==> config.mk <==
export PLATFORM = sky130hd
export DESIGN_NAME = cert_chain_sequencer_flat
export DESIGN_NICKNAME = d
export VERILOG_FILES = /design/src/rtl/cert_chain_sequencer_pkg.sv /design/src/rtl/cert_chain_sequencer_if.sv /design/src/rtl/cert_chain_sequencer_timer.sv /design/src/rtl/cert_chain_sequencer.sv /design/src/flat_wrapper.sv
export SDC_FILE = /design/constraint.sdc
export NUM_CORES = 1
export LEC_CHECK = 0
export CORE_AREA = 2 2 207 209
export DETAILED_ROUTE_END_ITERATION = 10
export DIE_AREA = 0 0 209 211
export GPL_ROUTABILITY_DRIVEN = 0
export PLACE_DENSITY = 0.54
export SLEW_MARGIN = 40
export SYNTH_ARGS = -nofsm -noshare
export SYNTH_HDL_FRONTEND = slang
export SYNTH_HIERARCHICAL = 1
export SYNTH_SLANG_ARGS = --single-unit
==> constraint.sdc <==
create_clock -name clk -period 6.95 [get_ports clk]
set_clock_uncertainty 0.05 [all_clocks]
set_input_delay 0.695 -clock clk [delete_from_list [all_inputs] [get_ports clk]]
set_output_delay 0.695 -clock clk [all_outputs]
set_load 0.05 [all_outputs]
==> src/rtl/cert_chain_sequencer_pkg.sv <==
// Shared definitions for the certificate chain sequencer: FSM state encoding,
// result codes, slot encodings shared with the comparator and per-slot chain lengths.
// Latency: n/a (definitions only). Backpressure: n/a.
package cert_chain_sequencer_pkg;

    typedef enum logic [2:0] {
        ST_IDLE  = 3'd0,
        ST_WAIT  = 3'd1,
        ST_PULSE = 3'd2,
        ST_CHECK = 3'd3,
        ST_GAP   = 3'd4,
        ST_DONE  = 3'd5
    } state_t;

    // Slot encodings as seen by the comparator; slot 3 carries no chain.
    localparam logic [1:0] SLOT_0    = 2'd0;
    localparam logic [1:0] SLOT_1    = 2'd1;
    localparam logic [1:0] SLOT_2    = 2'd2;
    localparam logic [1:0] SLOT_NONE = 2'd3;

    localparam logic [7:0] SLOT0_CHAIN_LEN = 8'd6;
    localparam logic [7:0] SLOT1_CHAIN_LEN = 8'd4;
    localparam logic [7:0] SLOT2_CHAIN_LEN = 8'd5;

    localparam logic [2:0] ERR_OK       = 3'd0;
    localparam logic [2:0] ERR_BAD_SLOT = 3'd1;
    localparam logic [2:0] ERR_MISMATCH = 3'd2;
    localparam logic [2:0] ERR_ABORT    = 3'd3;
    localparam logic [2:0] ERR_TIMEOUT  = 3'd4;

    // Zero length marks a slot that cannot be verified.
    function automatic logic [7:0] chain_len(input logic [1:0] slot);
        logic [7:0] len;
        len = 8'd0;
        case (slot)
            SLOT_0:  len = SLOT0_CHAIN_LEN;
            SLOT_1:  len = SLOT1_CHAIN_LEN;
            SLOT_2:  len = SLOT2_CHAIN_LEN;
            default: len = 8'd0;
        endcase
        return len;
    endfunction

endpackage

==> src/rtl/cert_chain_sequencer_if.sv <==
// Chunk stream (valid/ready) plus comparator bus between the sequencer and its neighbours.
// Latency: n/a (wiring only). Backpressure: Cert_ready from the sequencer stalls the chunk source.
// Modports: master = sequencer side, slave = receive path + comparator side.
interface cert_chain_sequencer_if #(
    parameter int PAYLOAD_W = 256
) ();
    logic                 Cert_valid;
    logic                 Cert_ready;
    logic [PAYLOAD_W-1:0] Cert_payload;
    logic                 Cmp_enable;
    logic [1:0]           Cmp_slot;
    logic [7:0]           Cmp_counter;
    logic [PAYLOAD_W-1:0] Cmp_payload;
    logic                 Cmp_valid;
    logic                 Cmp_error;

    modport master (
        input  Cert_valid, Cert_payload, Cmp_valid, Cmp_error,
        output Cert_ready, Cmp_enable, Cmp_slot, Cmp_counter, Cmp_payload
    );

    modport slave (
        output Cert_valid, Cert_payload, Cmp_valid, Cmp_error,
        input  Cert_ready, Cmp_enable, Cmp_slot, Cmp_counter, Cmp_payload
    );
endinterface

==> src/rtl/cert_chain_sequencer_timer.sv <==
// cert_seq_timer: counts consecutive idle WAIT cycles; built only with CERT_SEQ_TIMEOUT_EN.
// Latency: expired is combinational, high during the TIMEOUT_CYCLES-th consecutive run cycle.
// Backpressure: none; clear (a chunk transfer) or leaving run restarts the count.
`ifdef CERT_SEQ_TIMEOUT_EN
module cert_seq_timer #(
    parameter int TIMEOUT_CYCLES = 1024
) (
    input  logic clk,
    input  logic Reset_n,
    input  logic run,
    input  logic clear,
    output logic expired
);
    localparam logic [15:0] LAST_CNT = 16'(TIMEOUT_CYCLES - 1);

    logic [15:0] idle_cnt;

    // idle_cnt holds the number of run cycles already seen, so the current
    // cycle is number idle_cnt+1.
    assign expired = run && (idle_cnt == LAST_CNT);

    always_ff @(posedge clk or negedge Reset_n) begin
        if (!Reset_n) begin
            idle_cnt <= 16'd0;
        end else if (clear || !run) begin
            idle_cnt <= 16'd0;
        end else if (!expired) begin
            idle_cnt <= idle_cnt + 16'd1;
        end
    end
endmodule
`endif

==> src/rtl/cert_chain_sequencer.sv <==
// Steps the certificate comparator through one slot chain, one pulse per buffered chunk, and reports pass/fail.
// Latency: chunk transfer -> Cmp_enable next cycle; verdict sampled one cycle later; Done one cycle after the DONE state.
// Backpressure: Cert_ready is high only in WAIT; one chunk in flight, no queueing of Start.
// Ports: clk, Reset_n (async active-low), Start/Abort/Slot_in control, bus (chunk stream + comparator),
// Busy/Done/Pass/Err_code status. Optional idle timeout enabled by defining CERT_SEQ_TIMEOUT_EN.
module cert_chain_sequencer
    import cert_chain_sequencer_pkg::*;
#(
    parameter int PAYLOAD_W      = 256,
    parameter int TIMEOUT_CYCLES = 1024
) (
    input  logic                      clk,
    input  logic                      Reset_n,
    input  logic                      Start,
    input  logic                      Abort,
    input  logic [1:0]                Slot_in,
    cert_chain_sequencer_if.master    bus,
    output logic                      Busy,
    output logic                      Done,
    output logic                      Pass,
    output logic [2:0]                Err_code
);
    state_t               state;
    logic [1:0]           slot_q;
    logic [7:0]           chain_n;
    logic [7:0]           index;
    logic [PAYLOAD_W-1:0] payload_buf;
    logic                 cert_ready_q;
    logic                 cmp_enable_q;
    logic [7:0]           cmp_counter_q;
    logic                 busy_q;
    logic                 done_q;
    logic                 pass_q;
    logic [2:0]           err_q;
    logic                 xfer;
    logic                 timeout_hit;

    assign xfer = bus.Cert_valid & cert_ready_q;

`ifdef CERT_SEQ_TIMEOUT_EN
    cert_seq_timer #(
        .TIMEOUT_CYCLES (TIMEOUT_CYCLES)
    ) u_timer (
        .clk     (clk),
        .Reset_n (Reset_n),
        .run     (state == ST_WAIT),
        .clear   (xfer),
        .expired (timeout_hit)
    );
`else
    logic [31:0] unused_timeout_cfg;
    assign unused_timeout_cfg = TIMEOUT_CYCLES;
    assign timeout_hit        = 1'b0;
`endif

    always_ff @(posedge clk or negedge Reset_n) begin
        if (!Reset_n) begin
            state         <= ST_IDLE;
            slot_q        <= 2'd0;
            chain_n       <= 8'd0;
            index         <= 8'd0;
            payload_buf   <= '0;
            cert_ready_q  <= 1'b0;
            cmp_enable_q  <= 1'b0;
            cmp_counter_q <= 8'd0;
            busy_q        <= 1'b0;
            done_q        <= 1'b0;
            pass_q        <= 1'b0;
            err_q         <= ERR_OK;
        end else begin
            done_q <= 1'b0;
            case (state)
                ST_IDLE: begin
                    if (Start) begin
                        slot_q <= Slot_in;
                        busy_q <= 1'b1;
                        pass_q <= 1'b0;
                        err_q  <= ERR_OK;
                        if (chain_len(Slot_in) == 8'd0) begin
                            err_q <= ERR_BAD_SLOT;
                            state <= ST_DONE;
                        end else begin
                            chain_n      <= chain_len(Slot_in);
                            index        <= 8'd1;
                            cert_ready_q <= 1'b1;
                            state        <= ST_WAIT;
                        end
                    end
                end
                // Abort outranks a transfer in the same cycle: the chunk is dropped.
                ST_WAIT: begin
                    if (Abort) begin
                        cert_ready_q <= 1'b0;
                        err_q        <= ERR_ABORT;
                        state        <= ST_DONE;
                    end else if (xfer) begin
                        payload_buf   <= bus.Cert_payload;
                        cert_ready_q  <= 1'b0;
                        cmp_enable_q  <= 1'b1;
                        cmp_counter_q <= index;
                        state         <= ST_PULSE;
                    end else if (timeout_hit) begin
                        cert_ready_q <= 1'b0;
                        err_q        <= ERR_TIMEOUT;
                        state        <= ST_DONE;
                    end
                end
                ST_PULSE: begin
                    cmp_enable_q <= 1'b0;
                    if (Abort) begin
                        err_q <= ERR_ABORT;
                        state <= ST_DONE;
                    end else begin
                        state <= ST_CHECK;
                    end
                end
                // Comparator flags reflect the pulse of the previous cycle.
                ST_CHECK: begin
                    if (Abort) begin
                        err_q <= ERR_ABORT;
                        state <= ST_DONE;
                    end else if (bus.Cmp_error || !bus.Cmp_valid) begin
                        err_q <= ERR_MISMATCH;
                        state <= ST_DONE;
                    end else if (index == chain_n) begin
                        pass_q <= 1'b1;
                        state  <= ST_DONE;
                    end else begin
                        index <= index + 8'd1;
                        state <= ST_GAP;
                    end
                end
                // Idle cycle so the comparator flags clear before the next pulse.
                ST_GAP: begin
                    if (Abort) begin
                        err_q <= ERR_ABORT;
                        state <= ST_DONE;
                    end else begin
                        cert_ready_q <= 1'b1;
                        state        <= ST_WAIT;
                    end
                end
                ST_DONE: begin
                    done_q <= 1'b1;
                    busy_q <= 1'b0;
                    state  <= ST_IDLE;
                end
                default: state <= ST_IDLE;
            endcase
        end
    end

    assign bus.Cert_ready  = cert_ready_q;
    // Masked combinationally so an Abort during PULSE removes the enable in that same cycle.
    assign bus.Cmp_enable  = cmp_enable_q & ~Abort;
    assign bus.Cmp_slot    = slot_q;
    assign bus.Cmp_counter = cmp_counter_q;
    assign bus.Cmp_payload = payload_buf;
    assign Busy            = busy_q;
    assign Done            = done_q;
    assign Pass            = pass_q;
    assign Err_code        = err_q;
endmodule

==> src/flat_wrapper.sv <==
// flat-port wrapper written by rule: the top's interface ports become plain ports
module cert_chain_sequencer_flat import cert_chain_sequencer_pkg::*;
#(
    parameter int PAYLOAD_W      = 256,
    parameter int TIMEOUT_CYCLES = 1024
)
  (clk, Reset_n, Start, Abort, Slot_in, Busy, Done, Pass, Err_code, bus_Cert_valid, bus_Cert_payload, bus_Cmp_valid, bus_Cmp_error, bus_Cert_ready, bus_Cmp_enable, bus_Cmp_slot, bus_Cmp_counter, bus_Cmp_payload);
  cert_chain_sequencer_if #(.PAYLOAD_W(PAYLOAD_W)) bus_i ();
  input  logic clk;
  input  logic Reset_n;
  input  logic Start;
  input  logic Abort;
  input  logic [1:0] Slot_in;
  output logic Busy;
  output logic Done;
  output logic Pass;
  output logic [2:0] Err_code;
  input wire logic [$bits(bus_i.Cert_valid)-1:0] bus_Cert_valid;
  input wire logic [$bits(bus_i.Cert_payload)-1:0] bus_Cert_payload;
  input wire logic [$bits(bus_i.Cmp_valid)-1:0] bus_Cmp_valid;
  input wire logic [$bits(bus_i.Cmp_error)-1:0] bus_Cmp_error;
  output wire logic [$bits(bus_i.Cert_ready)-1:0] bus_Cert_ready;
  output wire logic [$bits(bus_i.Cmp_enable)-1:0] bus_Cmp_enable;
  output wire logic [$bits(bus_i.Cmp_slot)-1:0] bus_Cmp_slot;
  output wire logic [$bits(bus_i.Cmp_counter)-1:0] bus_Cmp_counter;
  output wire logic [$bits(bus_i.Cmp_payload)-1:0] bus_Cmp_payload;
  assign bus_i.Cert_valid = bus_Cert_valid;
  assign bus_i.Cert_payload = bus_Cert_payload;
  assign bus_i.Cmp_valid = bus_Cmp_valid;
  assign bus_i.Cmp_error = bus_Cmp_error;
  assign bus_Cert_ready = bus_i.Cert_ready;
  assign bus_Cmp_enable = bus_i.Cmp_enable;
  assign bus_Cmp_slot = bus_i.Cmp_slot;
  assign bus_Cmp_counter = bus_i.Cmp_counter;
  assign bus_Cmp_payload = bus_i.Cmp_payload;
  cert_chain_sequencer #(.PAYLOAD_W(PAYLOAD_W), .TIMEOUT_CYCLES(TIMEOUT_CYCLES)) u_core (.clk(clk), .Reset_n(Reset_n), .Start(Start), .Abort(Abort), .Slot_in(Slot_in), .bus(bus_i), .Busy(Busy), .Done(Done), .Pass(Pass), .Err_code(Err_code));
endmodule
After elaboration in Yosys (flattened, before gate mapping)
Index checks and enable logic that the tools add are counted.
- add/sub/neg operators: 1
- eq/ne operators: 20
- multiplexer cells: 42
- bitwise logic cells: 4
- reduce and logical (&&, ||, !) cells: 21
- operators with widths (operator ; count):
    two-way mux 8 bit ; 7
    two-way mux 3 bit ; 12
    case mux 3 bit (3 select lines) ; 2
    case mux 8 bit (2 select lines) ; 1
    two-way mux 1 bit ; 15
    case mux 3 bit (5 select lines) ; 1
    inequality test 2 bit (second input constant) ; 7
    AND reduction 5 bit ; 2
    AND reduction 3 bit ; 3
    adder 8 x 1 -> 8 bit (second input constant) ; 1
    == test 8 bit ; 1
    zero test 8 bit ; 1
    == test 3 x 2 -> 1 bit (second input constant) ; 2
    == test 3 bit (second input constant) ; 2
    inequality test 2 x 1 -> 1 bit (second input constant) ; 3
    inequality test 3 x 2 -> 1 bit (second input constant) ; 2
    case mux 1 bit (2 select lines) ; 3
    AND reduction 2 bit ; 3
    AND reduction 6 bit ; 1
    nonzero test 2 bit ; 3
    nonzero test 3 bit ; 2
    AND reduction 4 bit ; 1
    == test 3 x 1 -> 1 bit (second input constant) ; 1
    zero test 3 bit ; 1
    other kinds (9) ; 11
- register bits after elaboration: 293
- input bits: 265

Depth between registers and ports, before layout
Gate-level depths: netlist of run 1.
- depth after elaboration: 8
- mapped depth: 8
- gate-level depth less buffers: 5

Worst setup path after synthesis of run 1
OpenSTA, ideal clock, no wires.
- path kind: input -> register
- start: input port Abort
- end: register u_core.payload_buf[149], in the netlist u_core/bus.Cmp_payload[149]
- library setup time: 0.125 ns
- data arrival time: 2.351 ns
- data required time: 6.775 ns
- slack: 4.425 ns
- stages: 5
- buffers on the path: 3
- cell sequence: clkbuf_1 -> nor4_1 -> clkbuf_1 -> clkbuf_1 -> mux2_2
- word-level cells in the longest chain between the ends: 2
- ends and longest elaborated chain (element ; line ; text):
    start, declared ; flat_wrapper.sv:12 ; input logic Abort;
    inverter 1 bit (no line) ; n/a ;
    AND reduction 3 bit (no line) ; n/a ;
    end signal, assigned ; cert_chain_sequencer.sv:97 ; payload_buf <= bus.Cert_payload;
    end, declared ; cert_chain_sequencer.sv:27 ; logic [PAYLOAD_W-1:0] payload_buf;
No other way between the ends.
A chain may end at the register's enable or synchronous reset.

Worst setup path after layout of run 1
- start: input port Abort
- end: output port bus_Cmp_enable
- word-level cells in the longest chain between the ends: 2
- ends and longest elaborated chain (element ; line ; text):
    inverter 1 bit (no line) ; n/a ;
    bitwise AND 1 bit ; cert_chain_sequencer.sv:155 ; assign bus.Cmp_enable = cmp_enable_q & ~Abort;
    end, declared ; flat_wrapper.sv:23 ; output wire logic [$bits(bus_i.Cmp_enable)-1:0] bus_Cmp_enable;
No other way between the ends.

==> results of run 1 <==
==> metal layers <==
metal | track usage | wire [µm] | part of all wire
met1 | 0.1746 | 13230 | 0.37
met2 | 0.2701 | 17520 | 0.50
met3 | 0.06809 | 3713 | 0.10
met4 | 0.05764 | 883 | 0.025
met5 | 0 | 13 | 0.00037
==> cells in the final DEF (no fill, tap or decap), types with 5 or more instances in the layout <==
| cell | instances |
|---|---|
| a21oi_1 | 9 |
| clkbuf_1 | 8 |
| clkbuf_16 | 37 |
| clkbuf_8 | 7 |
| clkdlybuf4s50_1 | 536 |
| dfrtp_1 | 287 |
| inv_1 | 7 |
| mux2_2 | 267 |
| nand2_1 | 10 |
| nor2_1 | 10 |
| o21ai_0 | 9 |
| o31ai_1 | 9 |
| or4_1 | 5 |
==> metrics by stage <==
stage,instances,setup slack (ps),hold WS (ps),total power [µW]
3_5_place_dp,1743,3735,422.2,8884
4_1_cts,1804,3881,101.2,10800
5_1_grt,1806,3835,116.6,11120
6_report,1809,3886,80.64,10650
2_1_floorplan,698,4425,349.4,6680
3_3_place_gp,1741,3757,424.5,8837
==> kinds of logic (layout without fill, tap and decap cells) <==
kind of cell    after synthesis  after routing  share of synthesized area
compound gates               42             42                    0.02522
other cells                   1              5                  0.0003404
simple gates                 52             52                    0.02783
xor+xnor                      3              3                   0.002386
fa+ha+maj                     1              1                   0.001136
mux                         267            267                     0.2729
flops                       287            287                     0.6520
buf+inv                      45            613                    0.01817
==> flip-flops by register name (all words and copies together) (netlist names) <==
register	flops
u_core/cmp_enable_q	1
u_core/state	3
u_core/Done	1
u_core/chain_n	3
u_core/Pass	1
u_core/bus.Cert_ready	1
u_core/bus.Cmp_slot	2
u_core/bus.Cmp_payload	256
u_core/Err_code	2
u_core/index	8
u_core/Busy	1
u_core/bus.Cmp_counter	8
==> power breakdown <==
part	total [µW]	internal, µW	switching (µW)
Sequential	2930	2480	447
Clock	1840	1120	718
Combinational	5880	2150	3730
Total	10600	5750	4890
==> area by class of cell <==
cell class	count	area, µm²	area share
clock buffers	52	1052	0.05772
diodes	4	10.01	0.0005491
repair buffers	545	5538	0.3038
clock inverters	9	107.6	0.005903
multi-input cells	366	3640	0.1997
well taps	539	674.4	0.03699
inverters	7	26.28	0.001441
flip-flops and latches	287	7182	0.3940
==> worst register-to-register path: cells and delay by family (launching register included) <==
kind,cells,cell delay (ps)
AND/OR/NAND/NOR,2,610
multiplexers,1,530
buffers and inverters,3,880
flip-flops,1,520
==> worst max-delay path by stage <==
stage	from	to	slack, ps
2_1_floorplan	Abort	u_core/bus.Cmp_payload[149]	4420
3_3_place_gp	Abort	u_core/bus.Cmp_payload[94]	3760
5_1_grt	Abort	bus_Cmp_enable	3840
6_report	Abort	bus_Cmp_enable	3890
4_1_cts	Abort	bus_Cmp_enable	3880
3_5_place_dp	Abort	u_core/bus.Cmp_payload[191]	3740
==> flow_summary.ini, run 1 <==
[run_status]
outcome = complete, no violations

[clock_tree]
cts_buffer_depth = 3
clk_latency_ps = 520
htreeDepth = 2
cts_setup_buffers = 0
cts_tree = built
cts-resized-gates = 0
cts_sinks = 287
root_buffer = clkbuf_16
cts.clk_slew.worst_paths_ps = 60
numCtsBuffers = 36
hold_buffers = 0

[yosys]
synth_fp_nets = 964
synth_seq_cells = 287
synth_area_leader_cell = dfrtp_1
synth_edf_count = 0
synth_common_cells = dfrtp_1, mux2_2, clkbuf_1, nand2_1, nor2_1
synth_area_leaders = dfrtp_1, mux2_2, clkbuf_1
netlist_area_um2 = 11020
synth_top_area_share = 0.6520
yosys_warnings = 6
synth_cell_types = 44
ys_seq_area_frac = 0.6520
synth_ff_type = dfrtp_1
syn_area_per_cell_um2 = 15.78
synthArstFlopShare = 1.000
synth_cells = 698
synth.most_common_cell = dfrtp_1

[setup_path]
slowest_stage = clkdlybuf4s50_1
crit_path_frequent_cell = clkdlybuf4s50_1
cp_cell_sequence = clkdlybuf4s50_1, nor2b_1, clkdlybuf4s50_1
timing.critical_path.buf_inv = 2
cp_top_family = buffers and inverters
cp.arrival_ps = 2320
cpPeakStageDelay_ps = 820
startpoint_type = primary input
critical_path_depth = 3
end_kind = primary output
critical_path_class = in -> out
rrSetupSlack_ps = 4250
timing.rr.start = u_core/state[1]
reg2reg_depth = 6
crit_required_ps = 6200
rr_endpoint = u_core/bus.Cmp_payload[57]
crit_fanout = 11

[sta]
worstMarginPinSlew_ps = 883.3
finalHoldViolations = 0
slew_headroom = 0.4111
setup_violations = 0
fin_tns_setup_ps = 0
max_freq_ghz = 0.3264
fin_crit_ps = 3064
fin_crit_sh = 0.4408
drv_slew = 0
grt_setup_unrepaired = no

[placement]
io_buffer_count = 537
dp_hpwl_mm = 26.28
placed_area_um2 = 17030

[drt]
ant_nets = 0
drc_errors = 0
wirelength_mm = 35.36
drt-vias-per-instance = 4.348
dr.pass1.iters = 4
first_iter_violations = 348
vias = 7866
wire_per_inst_um = 19.55

[run]
maxCapViolCount = 0

[floorplan]
die_h_um = 211
initial_core_util = 0.2638
ios = 539
rows = 75
design.die.area_um2 = 44100
coreArea_um2 = 41760
fp.dieW_um = 209

[global_route]
grt_pass1_vias = 8469
grt_overflow = 0
grt_pass1_wl_mm = 52.79
grt_max_degree = 134
grt_use_total = 0.1578
antenna_found_initial = 5

[layout]
nFillCells = 3842
final_area_um2 = 18230
syn_to_final_growth_pct = 65.49
final_util = 0.4366
nNetsFinal = 1509
layout-drive-gt1-share = 0.2662

[min_path]
hp-class = in -> async

[power_and_ir_drop]
ir_worst_vdd_uv = 339.5
leakage_uw = 0.007462
p_per_area_nw_per_um2 = 584.1
Note: power is estimated with default switching activity, not from simulation.
==> run 2: changes to the inputs <==
clock period = 3.2 ns   (was 6.95 ns; I/O delays follow)
==> run 2 against run 1 <==
Design area rose by 1.1%. Combinational power is 120% higher. Clock power up 130%. Via count up 0.48%. Global-route usage is 0.30 points higher. Critical path type is now reg -> reg. Highest routed layer unchanged.
==> flow_summary.ini, run 2 (synthesis gave the netlist of run 1 again) <==
[power_and_ir_drop]
leakage_uw = 0.007565
p_comb_frac = 0.548
ir_worst_vdd_uv = 735.5
clock_power_share = 0.179
p_per_area_nw_per_um2 = 1270
switching_share = 0.4556
p_switching_uw = 10660
p_int_uw = 12740
seqPwrFrac = 0.272

[drt]
wirelength_mm = 35.86
wire_per_inst_um = 19.71
ant_nets = 0
vias = 7904
first_iter_violations = 297
dr.pass1.iters = 4
drc_errors = 0
drt-vias-per-instance = 4.345

[sta]
slew_headroom = 0.5060
drv_slew = 0
setup_violations = 0
fin_tns_setup_ps = 0
fin_crit_sh = 0.8001
max_freq_ghz = 0.3906
finalWorstSetupSlack_ps = 639.8
fin_crit_ps = 2560
finalHoldViolations = 0
worstMarginPinSlew_ps = 730.7
grt_setup_unrepaired = no

[global_route]
grt_busiest_layer = met2
grt_use_met3 = 0.07345
grt_max_degree = 82
use_met2 = 0.2732
use_met1 = 0.1787
grt_overflow = 0
grt_use_total = 0.1608
antenna_found_initial = 2
grt_pass1_wl_mm = 53.56
grt_pass1_vias = 8438

[clock_tree]
htreeDepth = 2
cts-resized-gates = 0
cts_sinks = 287
numCtsBuffers = 36
cts.clk_slew.worst_paths_ps = 60
cts_buffer_depth = 3
cts_tree = built
root_buffer = clkbuf_16
clk_latency_ps = 520

[placement]
io_buffer_count = 537
dp_slack_ps = 443.2
dp_hpwl_mm = 27.29

[setup_path]
timing.rr.start = u_core/state[2]
startpoint = u_core/state[2]
end_kind = flip-flop
startpoint_type = flip-flop
crit_fanout = 18
critical_path_class = reg -> reg
rr_endpoint = u_core/index[1]
slowest_stage = or4b_4
timing.critical_path.buf_inv = 1
reg2reg_depth = 6
cp.arrival_ps = 2920
cp_top_family = simple AND/OR/NAND/NOR gates
rrSetupSlack_ps = 640
cp_cell_sequence = or4b_4, nor2_4, o21ai_0, buf_4, or2_2, o31ai_1
cpPeakStageDelay_ps = 650
crit_required_ps = 3560

[floorplan]
fp.dieW_um = 209
ios = 539
rows = 75
coreArea_um2 = 41760
die_h_um = 211
initial_core_util = 0.2638
design.die.area_um2 = 44100

[run_status]
outcome = complete, no violations

[layout]
largest_reg_flops = 256
nNetsFinal = 1521
final_common_cell = clkdlybuf4s50_1
layout-drive-gt1-share = 0.2742
syn_to_final_growth_pct = 67.25
n_antenna_cell = 0
nFillCells = 3807
final_cell_mix = clkdlybuf4s50_1, dfrtp_1, mux2_2, clkbuf_16, buf_12

[run]
maxCapViolCount = 0

[min_path]
hp-class = in -> async
run 2: layer usage:
layer  vias up  routed length, µm
li1       3597                  -
met3        55               3781
met4         2                979
met1      3873              13520
met2       377              17560
met5         -                 13
run 2: worst reg2reg max path, delay by kind of cell (launching register included):
family | cells | cell delay, ps
compound gates | 2 | 460
buf+inv | 1 | 230
flops | 1 | 550
simple gates | 3 | 1160
run 2: timing repair:
action	4_1_cts	5_1_grt
hold buffers	1	0
buffers inserted	0	0
hold endpoints to repair	75	0
run 2: area by class of cell:
class	count	area (µm²)	area share
clock inverters	10	155.1	0.008421
clock buffers	53	1076	0.05840
multi-input cells	366	3640	0.1976
well taps	539	674.4	0.03660
inverters	7	26.28	0.001426
repair buffers	557	5670	0.3078
flip-flops and latches	287	7182	0.3898
run 2: through the flow:
| step | cells | hold slack [ps] | util | power (µW) | instance area [µm²] |
|---|---|---|---|---|---|
| after floorplan | 698 | -25.59 | - | 14510 | 11020 |
| after global placement | 1755 | 337.9 | 0.4115 | 19310 | 17180 |
| after detailed placement | 1755 | 333.7 | 0.4115 | 19380 | 17180 |
| after CTS | 1819 | 307.2 | 0.4412 | 23740 | 18420 |
| after global routing | 1819 | 320.2 | 0.4412 | 24460 | 18420 |
| final | 1819 | 348.8 | 0.4412 | 23400 | 18420 |
run 2: worst max path at each step:
stage	endpoint	slack, ps	cells past startpoint
after floorplan	u_core/bus.Cmp_payload[149]	890	5
after global placement	u_core/index[5]	510	7
after detailed placement	u_core/index[1]	440	7
after CTS	u_core/index[1]	660	6
after global routing	u_core/index[1]	460	6
final	u_core/index[1]	640	6
run 2: power by group through the flow:
stage	clock network, µW	logic (µW)	registers, µW
3_5_place_dp	0	13000	6430
4_1_cts	4350	13000	6400
2_1_floorplan	0	2260	12200
6_report	4190	12800	6380
3_3_place_gp	0	12900	6380
5_1_grt	4500	13300	6640
